**config.mk**
```make
export PLATFORM = sky130hd
export DESIGN_NAME = ascon_seq
export DESIGN_NICKNAME = d
export VERILOG_FILES = /design/src/rtl/ascon_seq_pkg.sv /design/src/rtl/ascon_seq_wdog.sv /design/src/rtl/ascon_seq.sv
export SDC_FILE = /design/constraint.sdc
export NUM_CORES = 1
export LEC_CHECK = 0
export ABC_AREA = 1
export CAP_MARGIN = 20
export CELL_PAD_IN_SITES_DETAIL_PLACEMENT = 1
export CELL_PAD_IN_SITES_GLOBAL_PLACEMENT = 1
export CORE_UTILIZATION = 36
export CTS_CLUSTER_SIZE = 12
export DETAILED_ROUTE_END_ITERATION = 6
export PLACE_DENSITY = 0.93
export SYNTH_ARGS = -nofsm -noshare
export SYNTH_HDL_FRONTEND = slang
export SYNTH_SLANG_ARGS = --single-unit
```
**constraint.sdc**
```tcl
create_clock -name wb_clk_i -period 3.5 [get_ports wb_clk_i]
set_input_delay 0.7 -clock wb_clk_i [delete_from_list [all_inputs] [get_ports wb_clk_i]]
set_output_delay 0.7 -clock wb_clk_i [all_outputs]
set_load 0.005 [all_outputs]
```
**src/rtl/ascon_seq_pkg.sv**
```systemverilog
`default_nettype none
// ascon_seq_pkg: shared widths, watchdog limit and sequencer state encoding.
package ascon_seq_pkg;

  localparam int BLK_W       = 64;
  localparam int WORD_W      = 32;
  localparam int TIMEOUT_MAX = 255;

  typedef enum logic [3:0] {
    IDLE     = 4'd0,
    START    = 4'd1,
    WAIT_REQ = 4'd2,
    RD_LO    = 4'd3,
    RD_HI    = 4'd4,
    LOAD     = 4'd5,
    WAIT_CT  = 4'd6,
    WR_LO    = 4'd7,
    WR_HI    = 4'd8,
    WAIT_TAG = 4'd9,
    DONE     = 4'd10,
    ERR      = 4'd11
  } state_t;

endpackage
`default_nettype wire

```
**src/rtl/ascon_seq_wdog.sv**
```systemverilog
`default_nettype none
// ascon_seq_wdog: saturating cycle counter for the sequencer's handshake waits.
module ascon_seq_wdog
  import ascon_seq_pkg::*;
(
  input  logic clk,
  input  logic rst_n,
  input  logic active,
  input  logic clear,
  output logic expired
);

  logic [7:0] cnt;

  always_ff @(posedge clk) begin
    if (!rst_n || clear || !active) begin
      cnt <= '0;
    end else if (cnt != 8'(TIMEOUT_MAX)) begin
      cnt <= cnt + 8'd1;
    end
  end

  assign expired = active && (cnt == 8'(TIMEOUT_MAX));

endmodule
`default_nettype wire

```
**src/rtl/ascon_seq.sv**
```systemverilog
`default_nettype none
// ascon_seq: moves 64-bit blocks between a 32-bit block memory and an ASCON core.
// Optional watchdog on the core handshake waits is enabled by ASCON_SEQ_TIMEOUT_EN.
module ascon_seq
  import ascon_seq_pkg::*;
#(
  parameter int MEM_AW = 5
) (
  input  logic              wb_clk_i,
  input  logic              wb_rst_n_i,
  input  logic              go_i,
  input  logic              abort_i,
  input  logic [1:0]        cfg_mode_i,
  input  logic [4:0]        cfg_adblk_i,
  input  logic [4:0]        cfg_dblk_i,
  output logic              busy_o,
  output logic              done_o,
  output logic              err_o,
  output logic [MEM_AW-1:0] mem_addr_o,
  input  logic [WORD_W-1:0] mem_rdata_i,
  output logic [WORD_W-1:0] mem_wdata_o,
  output logic              mem_we_o,
  output logic              core_start_o,
  output logic [1:0]        core_mode_o,
  output logic [4:0]        core_adlen_o,
  output logic [6:0]        core_datalen_o,
  output logic [BLK_W-1:0]  core_blk_o,
  input  logic              core_blk_req_i,
  input  logic [BLK_W-1:0]  core_ct_i,
  input  logic              core_ctv_i,
  input  logic              core_tv_i
);

  localparam int BLK_LIMIT = 2 ** (MEM_AW - 1);

  state_t              state, state_nx;
  logic [5:0]          k, k_inc, total, req_sum, ad6;
  logic                cfg_bad, accept, timeout;
  logic [WORD_W-1:0]   lo_word;
  logic [BLK_W-1:0]    ct_q;
  logic [MEM_AW-1:0]   addr_lo, addr_hi;

  assign req_sum = {1'b0, cfg_adblk_i} + {1'b0, cfg_dblk_i};
  assign cfg_bad = (32'(req_sum) > BLK_LIMIT) || (cfg_dblk_i > 5'd15);
  assign accept  = (state == IDLE) && go_i && !cfg_bad;
  assign ad6     = {1'b0, core_adlen_o};
  assign k_inc   = k + 6'd1;
  assign addr_lo = MEM_AW'({k, 1'b0});
  assign addr_hi = MEM_AW'({k, 1'b1});

`ifdef ASCON_SEQ_TIMEOUT_EN
  logic in_wait;
  assign in_wait = (state == WAIT_REQ) || (state == WAIT_CT) || (state == WAIT_TAG);

  ascon_seq_wdog u_wdog (
    .clk     (wb_clk_i),
    .rst_n   (wb_rst_n_i),
    .active  (in_wait),
    .clear   (state_nx != state),
    .expired (timeout)
  );
`else
  assign timeout = 1'b0;
`endif

  always_ff @(posedge wb_clk_i) begin
    if (!wb_rst_n_i) begin
      state <= IDLE;
    end else begin
      state <= state_nx;
    end
  end

  always_comb begin
    state_nx = state;
    case (state)
      IDLE:     if (go_i) state_nx = cfg_bad ? ERR : START;
      START:    state_nx = (total == 6'd0) ? WAIT_TAG : WAIT_REQ;
      WAIT_REQ: if (core_blk_req_i) state_nx = RD_LO;
      RD_LO:    state_nx = RD_HI;
      RD_HI:    state_nx = LOAD;
      // An AD block needs no ciphertext; with no data blocks the last AD load goes straight to the tag wait.
      LOAD: begin
        if (k < ad6) state_nx = (k_inc == total) ? WAIT_TAG : WAIT_REQ;
        else         state_nx = WAIT_CT;
      end
      WAIT_CT:  if (core_ctv_i) state_nx = WR_LO;
      WR_LO:    state_nx = WR_HI;
      WR_HI:    state_nx = (k_inc < total) ? WAIT_REQ : WAIT_TAG;
      WAIT_TAG: if (core_tv_i) state_nx = DONE;
      DONE:     state_nx = IDLE;
      ERR:      state_nx = IDLE;
      default:  state_nx = IDLE;
    endcase
    if (timeout) state_nx = ERR;
    if (abort_i && (state != IDLE)) state_nx = IDLE;
  end

  always_ff @(posedge wb_clk_i) begin
    if (!wb_rst_n_i) begin
      k              <= '0;
      total          <= '0;
      err_o          <= 1'b0;
      core_mode_o    <= '0;
      core_adlen_o   <= '0;
      core_datalen_o <= '0;
      core_blk_o     <= '0;
      lo_word        <= '0;
      ct_q           <= '0;
    end else begin
      if (accept) begin
        k              <= '0;
        total          <= req_sum;
        err_o          <= 1'b0;
        core_mode_o    <= cfg_mode_i;
        core_adlen_o   <= cfg_adblk_i;
        core_datalen_o <= {cfg_dblk_i[3:0], 3'b000};
      end else if (((state == LOAD) && (k < ad6)) || (state == WR_HI)) begin
        k <= k_inc;
      end
      if ((state_nx == ERR) && (state != ERR)) err_o <= 1'b1;
      if (state == RD_HI) lo_word <= mem_rdata_i;
      if (state == LOAD) core_blk_o <= {mem_rdata_i, lo_word};
      if ((state == WAIT_CT) && core_ctv_i) ct_q <= core_ct_i;
    end
  end

  always_comb begin
    mem_addr_o  = '0;
    mem_wdata_o = '0;
    mem_we_o    = 1'b0;
    case (state)
      RD_LO: mem_addr_o = addr_lo;
      RD_HI: mem_addr_o = addr_hi;
      WR_LO: begin
        mem_addr_o  = addr_lo;
        mem_wdata_o = ct_q[WORD_W-1:0];
        mem_we_o    = 1'b1;
      end
      WR_HI: begin
        mem_addr_o  = addr_hi;
        mem_wdata_o = ct_q[BLK_W-1:WORD_W];
        mem_we_o    = 1'b1;
      end
      default: ;
    endcase
  end

  assign busy_o       = (state != IDLE);
  assign done_o       = (state == DONE) || (state == ERR);
  assign core_start_o = (state == START);

endmodule
`default_nettype wire

```
==> results.toml, run 1 <==
[status]
status = "complete, but fails checks"
violations = "DRC"

[logic_synthesis]
syn_inst = 1046
yosysSeqAreaShare_pct = 48.4
syn_area_sq_um = 7770
synth_top_cell_by_area = "dfxtp_1"
ys.flop_type = "dfxtp_1"
syn_area_per_cell_sq_um = 7.43
ys_types = 34
netlist.area_leader.share_pct = 48.4
synth-seq-cells = 188
yosys_warnings = 0
synthTopCellsByArea = "dfxtp_1 (48%), nor2_1 (18%), o21ai_0 (8.2%)"
async_flop_share_pct = 0
synth_edf_count = 0

[cts]
insertion_delay_ns = 0.43
ctsHoldBuffers = 0
clock-sinks = 188
cts_resized = 0
cts_setup_buffers = 0
cts_tree = "done"
clockBufferDepth = 2
cts_buffers = 17
htree_levels = 4
cts_root_buf = "clkbuf_16"
cts.clk_slew.worst_paths_ns = 0.07

[sta]
maxSlewViolCount = 0
finalClockSkew_ns = 0.0154
fin_crit_sh_pct = 92.3
finalWorstPathRequiredPeriod_ns = 3.23
rsz0062_at_grt = "false"
final-setup-viol-count = 0
fmax_mhz = 309
holdWs_ns = 0.469
max_slew.worst_pin.slew_ns = 0.680
fin_tns_setup_ns = 0
relSlewSlack_pct = 54.7
finalHoldViolations = 0

[drt]
first_pass_iters = 7
drt-total-wl_microns = 26000
dr_total_vias = 7664
ant_nets = 0
routedWlPerCell_microns = 17.0
initialDrtViolationCount = 390
drc = 1
vias_per_cell = 5.00

[worst_setup_path]
crit_slowest_cell = "clkdlybuf4s50_1"
path_cells = "inv_2 > nand2_1 > nor2_2 > buf_4 > inv_2 > nand2_1 > a21oi_1 > nor2_1 > clkdlybuf4s50_1"
worstPathRequired_ns = 2.80
endpoint_kind = "output pin"
crit_buf_inv = 4
cp_top_family = "buffers and inverters"
path_depth = 9
crit_type = "reg2out"
crit_fanout = 14
rr_worst_depth = 14
slowest_delay_ns = 0.47
crit_arrival_ns = 2.53
startpoint_type = "flop"

[power_and_ir_drop]
peakVddDrop_uv = 321
power.leakage_nw = 4.75
cellPowerDensity_nw_per_um2 = 465

[finish]
syn2layout_area_growth_pct = 39.3
n_antenna_cell = 0
fin_util_pct = 51.3
fin_nets = 1378
num-fill-cells = 2586
final_common_cell = "nor2_1"
layout_common_cells = "nor2_1 (375), clkdlybuf4s50_1 (230), dfxtp_1 (188)"
drive_gt1_share_pct = 5.16

[min_path]
hp-class = "reg2reg"
holdPathStages = 2

[floorplanning]
die_area_sq_um = 22200
die_y_microns = 149
dieWidth_microns = 149
rows = 53
start_util_pct = 36.9
core_sq_um = 21100
pin_count = 235

[global_route]
grt_pass1_wl_microns = 41500
antenna_found_initial = 0
gr-total-overflow = 0
grt_start_max_net_pins = 97
grt.total_usage_pct = 23.7
grt_pass1_vias = 8065

[place]
port_buffers = 231
dp_hpwl_microns = 18200
gp_congestion = 0.830

[flow_run]
maxCapViolCount = 0
[state kept, by name, indices dropped and copies added, names as in the netlist]
register	count
k	6
total	6
lo_word	32
core_mode_o	2
core_blk_o	64
err_o	1
state	4
ct_q	64
core_datalen_o	4
core_adlen_o	5
[per-layer routing]
metal | GRT usage, % | wire length (microns)
met4 | 11.9 | 1040
met2 | 41.7 | 13100
met1 | 27.0 | 10800
met3 | 4.92 | 1050
met5 | 0 | 0
[synthesized netlist by cell type, types with 2 or more instances]
master,n
nor2_1,375
dfxtp_1,188
o21ai_0,127
nand2_1,96
inv_1,50
clkbuf_1,38
o21ai_1,35
a32o_1,32
buf_2,16
ha_1,16
nand3_1,13
a21oi_1,12
buf_4,11
inv_2,5
xor2_1,4
nand4_1,3
nor2_2,3
nor2_4,3
buf_6,2
nor3_1,2
or2_2,2
[cell type report]
cell class	count	area (sq um)	area share [%]
inverters	56	210	1.94
flip-flops and latches	188	3760	34.8
clock inverters	13	126	1.17
multi-input cells	737	3480	32.2
well taps	275	344	3.18
repair buffers	246	2450	22.6
clock buffers	19	453	4.18
[final timing paths]
path | startpoint | end | slack, ns
max | state[1]$_SDFF_PN0_ | mem_addr_o[4] | 0.27
min | total[5]$_SDFFE_PN0P_ | total[5]$_SDFFE_PN0P_ | 0.47
max reg2reg | k[2]$_SDFFE_PP0P_ | state[3]$_SDFF_PN0_ | 1.14
min reg2reg | total[5]$_SDFFE_PN0P_ | total[5]$_SDFFE_PN0P_ | 0.47
[logic make-up after synthesis]
| family | Yosys count | share of synthesized area [%] |
|---|---|---|
| and+or+nand+nor | 504 | 25.6 |
| adders and majority gates | 17 | 2.83 |
| AOI/OAI and AO/OA | 209 | 15.7 |
| xor gates and xnor gates | 4 | 0.451 |
| buffers and inverters | 123 | 6.92 |
| other | 1 | 0.0483 |
| DFF | 188 | 48.4 |
[worst register-to-register path, delay by kind of cell (launching register included)]
kind	cells	cell delay [ns]
xor gates and xnor gates	1	0.27
adders and majority gates	1	0.30
buffers and inverters	1	0.03
DFF	1	0.48
and+or+nand+nor	11	1.19
[stage by stage]
stage | setup WS (ns) | instances | total power [mW] | instance area, sq um
final | 0.268 | 1534 | 5.03 | 10800
after global routing | 0.172 | 1534 | 5.26 | 10800
after CTS | 0.262 | 1534 | 5.08 | 10800
after detailed placement | 0.330 | 1502 | 3.18 | 10200
after global placement | 0.464 | 1501 | 3.14 | 10200
after floorplan | 1.16 | 1048 | 2.76 | 7780
[where the power goes]
group | switching [mW] | total (mW) | internal (mW)
Combinational | 0.490 | 0.853 | 0.363
Sequential | 0.0605 | 2.28 | 2.22
Clock | 0.914 | 1.90 | 0.983
No activity file was read; power rests on OpenSTA's default activity.
==> run 2: changes to the inputs <==
- ABC_AREA: 1 -> not set
- CORE_UTILIZATION: 36 -> 37
- PLACE_DENSITY: 0.93 -> 0.92
==> run 2 against run 1 <==
Compared with the run above:
- sequential power about the same
- critical path type unchanged
- synthesized area increased by 4.2%
- routed wire length decreased by 3.3%
- fmax about the same
- sequential share of layout area decreased by 1.2 points
- hold slack got worse by 0.0041 ns
- first-iteration DRC count decreased by 20%
- clock power about the same
- critical path depth decreased by 3
- the flow now finishes without violations
- power decreased by 1.8%
==> results.toml, run 2 <==
[place]
port_buffers = 231
dp_hpwl_microns = 17200
dpl_cell_area_sq_um = 10600
gp_congestion = 0.831
dp_cells = 1420

[drt]
vias_per_cell = 5.09
ant_nets = 0
drc = 0
top_layer = "met4"
met1_length_microns = 10600
met2_length_microns = 12700
dr_total_vias = 7392
route.met3.wl_microns = 1120
drt-total-wl_microns = 25100
initialDrtViolationCount = 312
first_pass_iters = 4
routedWlPerCell_microns = 17.3

[cts]
clockBufferDepth = 2
ctsHoldBuffers = 0
cts.clk_slew.worst_paths_ns = 0.07
cts_setup_buffers = 0
cts_buffers = 17
insertion_delay_ns = 0.43
cts_resized = 0
clock-sinks = 188
cts_tree = "done"
cts_root_buf = "clkbuf_16"
htree_levels = 4

[finish]
fin_nets = 1296
num-fill-cells = 2497
layout_common_cells = "nand2_1 (327), clkdlybuf4s50_1 (230), dfxtp_1 (188)"
n_antenna_cell = 0
final_common_cell = "nand2_1"
stdcell_count = 1452
fin_area_sq_um = 11200
syn2layout_area_growth_pct = 38.5
reg.largest.list = "core_blk_o (64), ct_q (64), lo_word (32)"
drive_gt1_share_pct = 4.93

[min_path]
hp-start = "ct_q[33]$_SDFFE_PN0P_"
hp-class = "reg2reg"
hold_end = "ct_q[33]$_SDFFE_PN0P_"
holdPathStages = 2

[sta]
finalWorstPathRequiredPeriod_ns = 3.23
rsz0062_at_grt = "false"
relSlewSlack_pct = 51.7
fin_crit_sh_pct = 92.3
fmax_mhz = 310
final-setup-viol-count = 0
max_slew.worst_pin.slew_ns = 0.725
holdWs_ns = 0.465
finalClockSkew_ns = 0.0140
fin_tns_setup_ns = 0
maxSlewViolCount = 0
finalHoldViolations = 0

[logic_synthesis]
async_flop_share_pct = 0
ys.flop_type = "dfxtp_1"
synth_top_cell_by_area = "dfxtp_1"
synth_most_common_cell = "nand2_1"
synth-seq-cells = 188
yosysSeqAreaShare_pct = 46.5
syn_area_sq_um = 8100
yosys_warnings = 0
ys_types = 48
synthTopCellsByArea = "dfxtp_1 (46%), nand2_1 (15%), a21boi_0 (15%)"
netlist.area_leader.share_pct = 46.5
syn_inst = 966
ys_top_cells_by_count = "nand2_1 (328), dfxtp_1 (188), a21boi_0 (161)"
syn_area_per_cell_sq_um = 8.38
synth_edf_count = 0

[worst_setup_path]
r2r_setup_slack_ns = 0.61
endpoint_kind = "output pin"
reg2reg_from = "k[1]$_SDFFE_PP0P_"
worstPathRequired_ns = 2.80
startpoint_type = "flop"
crit_fanout = 35
crit_arrival_ns = 2.53
crit_type = "reg2out"
rr_worst_depth = 10
r2r_end = "err_o$_SDFFE_PN0P_"

[global_route]
grt_pass1_vias = 7761
grt_start_max_net_pins = 122
gr-total-overflow = 0
grt_pass1_wl_microns = 39700
grt.total_usage_pct = 22.5
antenna_found_initial = 1

[floorplanning]
dieWidth_microns = 150
die_y_microns = 150
die_area_sq_um = 22500
rows = 53
start_util_pct = 38.2
pin_count = 235
core_sq_um = 21200

[power_and_ir_drop]
cellPowerDensity_nw_per_um2 = 441
power.leakage_nw = 3.76
p_total_mw = 4.94
peakVddDrop_uv = 283

[status]
status = "finished clean"

[flow_run]
maxCapViolCount = 0
==> run 2: cell count changes in the layout (fill, tap and decap cells not counted), sizes merged, moves of 32 or more <==
cell,before,now
a21boi,0,161
a22o,0,32
a32o,32,0
inv,62,20
nand2,97,328
nor2,381,16
o21ai,162,10
==> run 2: kinds of logic after synthesis <==
logic type,after synthesis,synth area share [%]
mux,17,2.10
fa+ha+maj,17,2.72
simple gates,408,20.8
other cells,1,0.0463
xor+xnor,8,0.865
compound gates,243,22.7
flops,188,46.5
buf+inv,84,4.22
==> run 2: worst max-delay path by stage <==
stage | start | slack (ns) | cells past startpoint | endpoint
2_1_floorplan | cfg_adblk_i[0] | 0.53 | 8 | err_o$_SDFFE_PN0P_
3_3_place_gp | cfg_adblk_i[0] | 0.14 | 9 | core_mode_o[1]$_SDFFE_PN0P_
3_5_place_dp | cfg_adblk_i[1] | -0.04 | 9 | core_datalen_o[4]$_SDFFE_PN0P_
4_1_cts | state[3]$_SDFF_PN0_ | 0.28 | 6 | mem_wdata_o[30]
5_1_grt | state[3]$_SDFF_PN0_ | 0.15 | 6 | mem_addr_o[4]
6_report | state[3]$_SDFF_PN0_ | 0.27 | 6 | mem_addr_o[4]
==> run 2: layer usage <==
| metal | track usage, % | vias up |
|---|---|---|
| met5 | 0 | - |
| met3 | 4.70 | 41 |
| met4 | 8.69 | 0 |
| met1 | 25.9 | 3575 |
| li1 | - | 3613 |
| met2 | 40.3 | 163 |
==> run 2: report_power, final <==
part	internal, mW	total, mW	switching (mW)
clock	0.956	1.92	0.963
sequential	2.18	2.25	0.0680
combinational	0.387	0.774	0.387
==> run 2: area by class of cell <==
| type | instances | area (sq um) | area share (%) |
|---|---|---|---|
| Multi-Input combinational cell | 696 | 4020 | 35.8 |
| Sequential cell | 188 | 3760 | 33.6 |
| Timing Repair Buffer | 248 | 2460 | 22.0 |
| Clock inverter | 14 | 149 | 1.33 |
| Tap cell | 275 | 344 | 3.07 |
| Clock buffer | 18 | 429 | 3.83 |
| Inverter | 13 | 48.8 | 0.435 |
==> run 2: worst max-delay path: stages (launching register included) <==
cell	delay, ns
dfxtp_1	0.61
nand2b_1	0.23
nor3_2	0.23
buf_12	0.25
nor2_1	0.12
nor2b_1	0.13
clkdlybuf4s50_1	0.53
==> run 2: per-stage QoR <==
stage / utilization, % / worst slack [ns]
after floorplan: - / 0.531
after global placement: 50.1 / 0.141
after detailed placement: 50.1 / -0.0365
after CTS: 52.8 / 0.282
after global routing: 52.8 / 0.150
final: 52.8 / 0.269
==> run 3: changes to the inputs <==
- SYNTH_HIERARCHICAL: not set -> 1
==> results of run 3 <==
No change in the layout: final DEF, timing and power equal those of run 2.
Among the figures that moved: Yosys warning count 0 -> 6
==> edit 1 (flow settings as in run 3) <==
Change the parameter `MEM_AW` from 5 to 4.
--- a/src/rtl/ascon_seq.sv
+++ b/src/rtl/ascon_seq.sv
@@ -4,7 +4,7 @@
 module ascon_seq
   import ascon_seq_pkg::*;
 #(
-  parameter int MEM_AW = 5
+  parameter int MEM_AW = 4
 ) (
   input  logic              wb_clk_i,
   input  logic              wb_rst_n_i,
Ports: changed (resized mem_addr_o); port bits go from 235 to 234. The function was not compared with the original's and may differ.
==> edit 1 against run 3 <==
  * Setup slack got worse by 0.041 ns
  * Routed wire length fell by 4.4%
  * Cell count fell by 1.4%
  * Non-clock buffer count fell by 3
  * Core utilization fell by 0.32 points
  * Design area fell by 0.92%
  * Power rose by 0.87%
  * Sequential cell count did not move
  * Synthesized area fell by 1.0%
  * First-iteration DRC count fell by 40%
  * Largest cell class unchanged
==> edit 1: results (changes against run 3) <==
The transition time at the pin with the least slew margin came to 0.7525 ns (+0.02753 ns). The final wirelength came out at 24.03 mm (-4.4%). The startpoint identified for the worst hold timing path is lo_word[9]. The power density relative to cell area came out at 448.7 nW/um^2 (+1.8%). The global-route met3 utilization is 6.942% (+2.2 points). The worst setup slack after placement came to 0.1520 ns (+0.1885 ns). The met2 capacity usage during global routing came to 38.88% (-1.4 points). The arrival time at the worst endpoint was 2.57 ns (+0.04 ns). The final-layout non-clock buffer area share came out at 21.83% (-0.13 points). The sequential area share after synthesis is 46.96% (+0.48 points).

The power attributed to combinational cells was 0.804 mW (+3.9%). The worst vdd rail ir drop was 0.3037 mV (+7.4%). Ranked by instance count, the synthesized netlist is headed by 328 x sky130_fd_sc_hd__nand2_1, 188 x sky130_fd_sc_hd__dfxtp_1, 161 x sky130_fd_sc_hd__a21boi_0, 55 x sky130_fd_sc_hd__clkbuf_1, 32 x sky130_fd_sc_hd__a22o_1. The fraction of layout cells with a size suffix above 1 was 5.618% (+0.69 points). The global-route met1 utilization came out at 24.88% (-1.0 points). The number of multi-input combinational cells is 679 (-2.4%). The total via count after detailed routing was 7264 (-1.7%). The worst clock skew on the final layout is 0.01559 ns (+0.001579 ns). The mean instance size in the synthesized netlist came out at 8.464 sq um (+0.97%). The number of nets in the final layout came to 1276 (-1.5%).

The net switching power figure came out at 1.442 mW (+1.7%). The slowest stage of the critical path is the sky130_fd_sc_hd__clkdlybuf4s50_1 cell. The run finished with clean final reports. The number of non-filler instances in the completed layout came out at 1432 (-1.4%). The number of DRC markers after the initial detailed-route iteration came to 188 (-40%).

The relative area of clock buffers and inverters in the final design came out at 5.316% (+0.16 points). The mux contribution to synthesized area came out at 1.748% (-0.35 points). The synthesized-area fraction occupied by ao, oa, aoi and oai cells is 22.49% (-0.23 points).

The via count of the first global-routing pass came out at 7722 (-0.50%). The port buffer count came out at 230 (-0.43%). The total number of sequential cells is 188 (unchanged).

The global placement routability congestion was 0.8178 (-1.6%). The pin count of the biggest net entering global routing is 90 (-26%). The number of inserted filler cells in the final layout came out at 2412 (-3.4%). The critical path starts at state[2]. The number of distinct library cells after synthesis came out at 55 (+15%). The global-route wire length before repair is 38.65 mm (-2.7%). The overall global routing resource usage is 21.93% (-0.53 points). The HPWL after detailed placement is 17.15 mm (-0.40%). By area the synthesized netlist is led by sky130_fd_sc_hd__dfxtp_1 47%, sky130_fd_sc_hd__nand2_1 15%, sky130_fd_sc_hd__a21boi_0 15%, sky130_fd_sc_hd__a22o_1 3.5%, sky130_fd_sc_hd__clkbuf_1 2.6%.

The startpoint identified for the worst register-to-register timing path is k[2]. The adder-cell share of the synthesized area was 2.747% (+0.028 points). The final cell utilization of the core came out at 52.52% (-0.32 points). The xor and xnor area share after synthesis is 1.202% (+0.34 points). The number of buffers other than clock buffers in the final layout came out at 245 (-1.2%). The clock buffer count came out at 17 (-1).
==> edit 1: cell count changes after synthesis, sizes merged, moves of 5 or more <==
cell	run 3	this run
nor2b	24	16
clkbuf	62	55
buf	9	14
xnor2	4	9
==> edit 1: path summary, 6_finish.rpt <==
kind | end | slack [ns]
setup / recovery | mem_wdata_o[10] | 0.23
hold / removal | core_blk_o[9] | 0.46
setup reg to reg | err_o | 0.70
hold reg to reg | core_blk_o[9] | 0.46
==> edit 1: metal layers <==
layer	wire, microns	vias to the layer above	part of all wire (%)
li1	-	3540	-
met1	9876	3480	41
met2	11930	214	50
met5	0	-	0
met4	356	0	1.5
met3	1862	30	7.7
==> edit 1: worst register-to-register path: cells and delay by family, from the launching register on <==
kind / cells / cell delay, ns
AO/OA/AOI/OAI: 5 / 1.01
AND/OR/NAND/NOR: 3 / 0.72
flip-flops: 1 / 0.51
adder cells (fa/ha/maj): 1 / 0.33
XOR/XNOR: 1 / 0.14
==> edit 2 (config.mk and constraints of run 3) <==
Made on the original files. Reset style: asynchronous (`wb_rst_n_i`), changed in 2 clocked blocks.
--- a/src/rtl/ascon_seq.sv
+++ b/src/rtl/ascon_seq.sv
@@ -63,7 +63,7 @@
   assign timeout = 1'b0;
 `endif
 
-  always_ff @(posedge wb_clk_i) begin
+  always_ff @(posedge wb_clk_i or negedge wb_rst_n_i) begin
     if (!wb_rst_n_i) begin
       state <= IDLE;
     end else begin
@@ -96,7 +96,7 @@
     if (abort_i && (state != IDLE)) state_nx = IDLE;
   end
 
-  always_ff @(posedge wb_clk_i) begin
+  always_ff @(posedge wb_clk_i or negedge wb_rst_n_i) begin
     if (!wb_rst_n_i) begin
       k              <= '0;
       total          <= '0;
Check against the original RTL: differs if wb_rst_n_i is asserted again (counterexample within 4 cycles, from zero or initial values and one cycle with wb_rst_n_i low); with wb_rst_n_i held inactive, the same outputs for 10 cycles.
==> edit 2 against run 3 <==
  * Design area up 1.7%
  * Sequential share of layout area up 7.7 points
  * Sequential cell count unchanged
  * Clock skew up 0.0046 ns
  * Setup slack worse by 0.077 ns
  * Synthesized area up 0.39%
  * Highest routed layer unchanged
  * Routed wire length down 13%
Power is not compared: it rests on default switching activity, and its combinational part moved more than twofold at a synthesized area within 25%.
==> edit 2: results (changes against run 3) <==
The xor and xnor area share after synthesis is 0.8619% (-0.0033 points). The number of inserted filler cells in the final layout came out at 2106 (-16%). The fraction of layout cells with a size suffix above 1 is 27.85% (+23 points).

The final worst hold slack came out at 0.3529 ns (-0.1123 ns). The mux contribution to synthesized area came out at 24.63% (+23 points). The arrival time at the worst endpoint came out at 2.61 ns (+0.08 ns). The total number of sequential cells came out at 188 (unchanged).

The number of distinct library cells after synthesis is 46 (-4.2%). The setup slack after layout came out at 0.1919 ns (-0.07745 ns). The flow ran to the end, and the final reports show no timing, DRC or antenna violations. The area of placed instances is 10770 sq um (+1.3%).

The routed metal-1 wire length came out at 8.795 mm (-17%). Sorting the synthesized cells by area gives the leading types as sky130_fd_sc_hd__dfrtp_1 58%, sky130_fd_sc_hd__mux2_2 23%, sky130_fd_sc_hd__a22o_1 3.4%, sky130_fd_sc_hd__ha_1 2.5%, sky130_fd_sc_hd__mux2_4 1.1%. The delay of the slowest critical-path stage is 0.55 ns (-0.06 ns). In this run the worst setup path terminates at mem_wdata_o[3]. The adder-cell share of the synthesized area was 2.709% (-0.010 points). The sequential area share after synthesis is 57.87% (+11 points). The wire length on met2 came to 11.41 mm (-10%). The met2 capacity usage during global routing is 35.16% (-5.1 points).

The via density per instance was 5.084 (-0.13%). The global-route wire length before repair came to 34.89 mm (-12%). The number of DRC markers after the initial detailed-route iteration is 182 (-42%). The area of all sequential standard cells is 4706 sq um (+25%). The global placement routability congestion came out at 0.7974 (-4.1%).

The number of multi-input combinational cells came to 343 (-51%). The number of placed cells counting well taps came to 1058 (-25%). The final-layout non-clock buffer area share is 21.41% (-0.55 points). The sum of met3 wire segment lengths after detailed routing was 1.321 mm (+18%). The slowest stage of the critical path belongs to the cell sky130_fd_sc_hd__clkdlybuf4s50_1. The number of buffers other than clock buffers in the final layout was 241 (-2.8%). The transition time at the pin with the least slew margin came out at 0.7677 ns (+0.04282 ns). The global-route met3 utilization is 6.576% (+1.9 points). The total via count after detailed routing came out at 5547 (-25%).

The worst register-to-register path ends at state[3]. The most frequently used flop master after synthesis is sky130_fd_sc_hd__dfrtp_1.
==> edit 2: worst register-to-register path, stage by stage (launching register included) <==
cell,delay (ns)
sky130_fd_sc_hd__dfrtp_1,0.51
sky130_fd_sc_hd__ha_1,0.28
sky130_fd_sc_hd__nand3_1,0.16
sky130_fd_sc_hd__xnor2_1,0.17
sky130_fd_sc_hd__ha_1,0.31
sky130_fd_sc_hd__and3_1,0.18
sky130_fd_sc_hd__a211oi_1,0.25
sky130_fd_sc_hd__o21ai_0,0.18
sky130_fd_sc_hd__a21oi_1,0.31
sky130_fd_sc_hd__o211a_1,0.21
sky130_fd_sc_hd__a31oi_1,0.09
==> edit 2: power groups by stage <==
stage	logic [mW]	registers, mW	clock network (mW)
finish	2.94	3.65	2.03
global route	3.20	3.77	2.17
CTS	2.98	3.66	2.09
detailed placement	2.94	3.69	0
global placement	2.78	3.60	0
floorplan	1.57	3.48	0
